## src/rtl/fetch_stage.sv

```systemverilog
// Instruction fetch stage with PC, one-word skid buffer and IF/ID pipeline register.
// Optional stall/flush performance counters are enabled with FETCH_PERF_CNT_EN.
module fetch_stage #(
    parameter logic [31:0] RESET_PC  = 32'h0000_0000,
    parameter logic [31:0] NOP_INSTR = 32'h0000_0000
) (
    input  logic        clk,
    input  logic        reset_n,
    input  logic        stall,
    input  logic        flush,
    input  logic        branchTakenFlag,
    input  logic [31:0] branchTarget,
    output logic        imem_req,
    output logic [31:0] imem_addr,
    input  logic        imem_ready,
    input  logic [31:0] imem_rdata,
    output logic [31:0] pc_IFID,
    output logic [31:0] instr_IFID,
    output logic        valid_IFID
`ifdef FETCH_PERF_CNT_EN
    ,
    output logic [31:0] stallCount,
    output logic [31:0] flushCount
`endif
);

    typedef enum logic [1:0] {
        BOOT,
        FETCH,
        HOLD
    } FetchState;

    FetchState   state, stateNext;
    logic [31:0] pc, pcNext;
    logic [31:0] skidWord, skidWordNext;
    logic        skidValid, skidValidNext;
    logic [31:0] ifidPc, ifidPcNext;
    logic [31:0] ifidInstr, ifidInstrNext;
    logic        ifidValid, ifidValidNext;

    logic [31:0] targetAligned;
    logic [31:0] pcPlus4;
    logic        unusedTargetBits;

    assign targetAligned    = {branchTarget[31:2], 2'b00};
    assign pcPlus4          = pc + 32'd4;
    assign unusedTargetBits = ^branchTarget[1:0];

    // State register for the FSM, PC, skid buffer and IF/ID register.
    always_ff @(posedge clk or negedge reset_n) begin
        if (!reset_n) begin
            state     <= BOOT;
            pc        <= RESET_PC;
            skidWord  <= 32'd0;
            skidValid <= 1'b0;
            ifidPc    <= 32'd0;
            ifidInstr <= NOP_INSTR;
            ifidValid <= 1'b0;
        end else begin
            state     <= stateNext;
            pc        <= pcNext;
            skidWord  <= skidWordNext;
            skidValid <= skidValidNext;
            ifidPc    <= ifidPcNext;
            ifidInstr <= ifidInstrNext;
            ifidValid <= ifidValidNext;
        end
    end

    // Redirect beats flush beats stall; a word caught during a stall parks in the skid.
    always_comb begin
        stateNext     = state;
        pcNext        = pc;
        skidWordNext  = skidWord;
        skidValidNext = skidValid;
        ifidPcNext    = ifidPc;
        ifidInstrNext = ifidInstr;
        ifidValidNext = ifidValid;

        if (branchTakenFlag) begin
            pcNext        = targetAligned;
            ifidValidNext = 1'b0;
            skidValidNext = 1'b0;
            stateNext     = FETCH;
        end else if (flush) begin
            ifidValidNext = 1'b0;
            skidValidNext = 1'b0;
            stateNext     = FETCH;
        end else begin
            case (state)
                BOOT: begin
                    stateNext = FETCH;
                end
                FETCH: begin
                    if (imem_ready) begin
                        if (stall) begin
                            skidWordNext  = imem_rdata;
                            skidValidNext = 1'b1;
                            stateNext     = HOLD;
                        end else begin
                            ifidPcNext    = pc;
                            ifidInstrNext = imem_rdata;
                            ifidValidNext = 1'b1;
                            pcNext        = pcPlus4;
                        end
                    end else if (!stall) begin
                        ifidValidNext = 1'b0;
                    end
                end
                HOLD: begin
                    if (!stall) begin
                        ifidPcNext    = pc;
                        ifidInstrNext = skidWord;
                        ifidValidNext = skidValid;
                        pcNext        = pcPlus4;
                        skidValidNext = 1'b0;
                        stateNext     = FETCH;
                    end
                end
                default: begin
                    stateNext = BOOT;
                end
            endcase
        end
    end

    assign imem_req   = (state == FETCH);
    assign imem_addr  = pc;
    assign pc_IFID    = ifidPc;
    assign valid_IFID = ifidValid;
    assign instr_IFID = ifidValid ? ifidInstr : NOP_INSTR;

`ifdef FETCH_PERF_CNT_EN
    // Saturating event counters; they observe the controls but never influence fetch.
    always_ff @(posedge clk or negedge reset_n) begin
        if (!reset_n) begin
            stallCount <= 32'd0;
            flushCount <= 32'd0;
        end else begin
            if (stall && (stallCount != 32'hFFFF_FFFF)) begin
                stallCount <= stallCount + 32'd1;
            end
            if ((flush || branchTakenFlag) && (flushCount != 32'hFFFF_FFFF)) begin
                flushCount <= flushCount + 32'd1;
            end
        end
    end
`else
    // No counters in this build; fetch behaviour is unchanged.
`endif

endmodule

```

## config.mk

```make
export PLATFORM = sky130hd
export DESIGN_NAME = fetch_stage
export DESIGN_NICKNAME = d
export VERILOG_FILES = /design/src/rtl/fetch_stage.sv
export SDC_FILE = /design/constraint.sdc
export NUM_CORES = 1
export LEC_CHECK = 0
export CORE_ASPECT_RATIO = 1.2
export CORE_MARGIN = 2
export CORE_UTILIZATION = 52
export CTS_CLUSTER_SIZE = 30
export DETAILED_ROUTE_END_ITERATION = 8
export HOLD_SLACK_MARGIN = 0.08
export PLACE_DENSITY = 0.81
export SLEW_MARGIN = 25
export SYNTH_ARGS = -nofsm -noshare
export SYNTH_HDL_FRONTEND = slang
export SYNTH_SLANG_ARGS = --single-unit
```

## constraint.sdc

```tcl
create_clock -name clk -period 5 [get_ports clk]
set_input_delay 0.5 -clock clk [delete_from_list [all_inputs] [get_ports clk]]
set_output_delay 0.5 -clock clk [all_outputs]
set_load 0.05 [all_outputs]
```

==> results.ini <==
[synthesis]
synth_enable_flop_cells=0
netlist_area_um2=6120
ys.warnings.count=0
synth.distinct_cells=49
synth_top_area_cell=dfrtp_1
syn-instance-count=555
async_flop_share=1.00
synthTopCellsByArea=dfrtp_1 52%, mux2_2 12%, mux2i_1 5.7%, o21ai_0 4.8%, nand2_1 4.4%
synth.avg_cell_area_um2=11.0
ys_seq_area_frac=0.523
synth_ff_type=dfrtp_1
synth-seq-cells=128
synth_top_area_share=0.523

[placed_design]
gp_congestion=0.870
dpl_cell_area_um2=7840
portBuffers=161
dp_hpwl_um=10400
post-place-cells=849
pre_cts_ws_ns=2.24

[route]
routed-wl-met2_um=7730
wl_met3_um=1130
firstDrtPassIters=6
top_layer_used=met4
met1_length_um=5960
wire_per_inst_um=17.3
drc=2
dr_total_vias=4935
wirelength_um=15300
vias_per_cell=5.61
detail-route-antenna-nets=0
drt-initial-drc-count=250

[sta]
final.setup.worst_slack_ns=2.05
drv_slew=0
min_period_over_period=0.591
skew_ns=0.00878
fmax_mhz=339
final_hold_viol_count=0
whs_ns=0.193
tns_ns=0
rsz0062_at_grt=false
worst_pin_slew_ns=0.955
final-setup-viol-count=0
timing.final.crit_period_ns=2.95
maxSlewHeadroom=0.363

[power_and_ir_drop]
vdd_drop_max_mv=0.286
p_leak_nw=3.51
power_density_nw_per_um2=468

[cts]
clk-insertion-delay-late_ns=0.41
cts-buffers-inserted=17
clk_path_buf_depth=2
cts-root-buf=clkbuf_16
cts_hold_buf=0
cts_sinks=128
path_clk_slew_ns=0.06
cts_resized=0
cts_tree=yes
htreeDepth=4
post-cts-setup-buffers=0

[global_route]
grt_pass1_wl_um=24400
antenna_found_initial=0
grt_pass1_vias=5067
grt_max_degree=69
overflow=0
grt_usage=0.249

[final_layout]
regArea_um2=3200
stdcell_area_um2=8430
layout_commonest_cell=clkdlybuf4s50_1
layout-drive-gt1-share=0.155
area_growth_pct=37.8
stdcell_count=880
diodes=0
multi_input_area_um2=2780
layout_common_cells=159 x clkdlybuf4s50_1, 128 x dfrtp_1, 71 x nand2_1
nets=787
final.fill_count=857

[floorplan]
core_um2=11500
rows=43
dieArea_um2=12700
die_w_um=103
initial_core_util=0.532
fp.dieH_um=123
io_pins=168

[worst_setup_path]
cp-start-kind=flop
crit_path_end_kind=output port
cp_max_fo=34
worstPathArrival_ns=2.45
criticalPathCategory=reg2out
required_ns=4.50

[status]
violations=design-rule violations
outcome=finished with violations

[flow_run]
cap_violations=0

[hold_path]
hp-class=in2async

==> layout make-up <==
cell class                 count  share of cell area
clock inverter                12              0.0159
timing repair buffer         167               0.196
clock buffer                  19              0.0537
multi-input combinational    394               0.330
tap                          157              0.0233
inverter                       3             0.00134
sequential                   128               0.380
==> state kept, by name (all words and copies together) (netlist names) <==
register and cells:
imem_addr 30, pc_IFID 30, skidWord 32, valid_IFID 1, ifidInstr 32, skidValid 1, state 2
==> power breakdown <==
| group | total (mW) | internal (mW) | leakage, nW | switching (mW) |
|---|---|---|---|---|
| Combinational | 1.23 | 0.482 | 1.65 | 0.746 |
| Sequential | 1.51 | 1.32 | 1.58 | 0.182 |
| Clock | 1.21 | 0.760 | 0.286 | 0.454 |
| Total | 3.95 | 2.57 | 3.51 | 1.38 |
==> critical path, stage by stage, from the launching register on <==
cell	delay (ns)
dfrtp_1	0.95
and2_1	0.24
clkdlybuf4s50_1	0.84
==> synth_stat cells (all sizes together), types with 3 or more instances <==
cell    count
dfrtp     128
nand2      71
mux2       64
o21ai      60
and2       35
mux2i      35
clkbuf     22
nand4      14
xor2       13
nand3      12
nor3       12
buf        11
nor2       11
nor4        7
a21oi       6
and3        6
ha          6
xnor2       5
a21o        4
a221o       4
and4        3
inv         3
nor2b       3
==> per-stage QoR <==
| stage | total power [mW] | utilization |
|---|---|---|
| floorplan | 2.29 | - |
| CTS | 3.98 | 0.732 |
| global placement | 2.70 | 0.681 |
| global route | 4.13 | 0.732 |
| finish | 3.95 | 0.732 |
| detailed placement | 2.76 | 0.681 |
==> cells by family after synthesis <==
kind of cell | count (synthesis) | share of synthesized area
muxes | 99 | 0.175
other | 1 | 0.000613
adders and majority gates | 6 | 0.0123
AOI/OAI and AO/OA | 87 | 0.0826
xor gates and xnor gates | 18 | 0.0258
buffers and inverters | 36 | 0.0258
DFF | 128 | 0.523
and+or+nand+nor | 180 | 0.155
==> worst paths after layout <==
kind,from,end,slack (ns),depth (start not counted)
worst max register to register,state[0],imem_addr[27],2.26,8
worst max-delay path,valid_IFID,instr_IFID[10],2.05,2
worst min-delay path,reset_n,pc_IFID[5],0.19,1
max in group asynchronous,reset_n,ifidInstr[25],3.50,2
worst min register to register,ifidInstr[25],ifidInstr[25],0.47,2
min in group clk,ifidInstr[25],ifidInstr[25],0.47,2
==> layer usage <==
metal / vias up / GRT usage
li1: 2269 / -
met5: - / 0
met3: 38 / 0.0621
met4: 0 / 0.114
met1: 2421 / 0.289
met2: 207 / 0.430
Note: power is estimated with default switching activity, not from simulation.
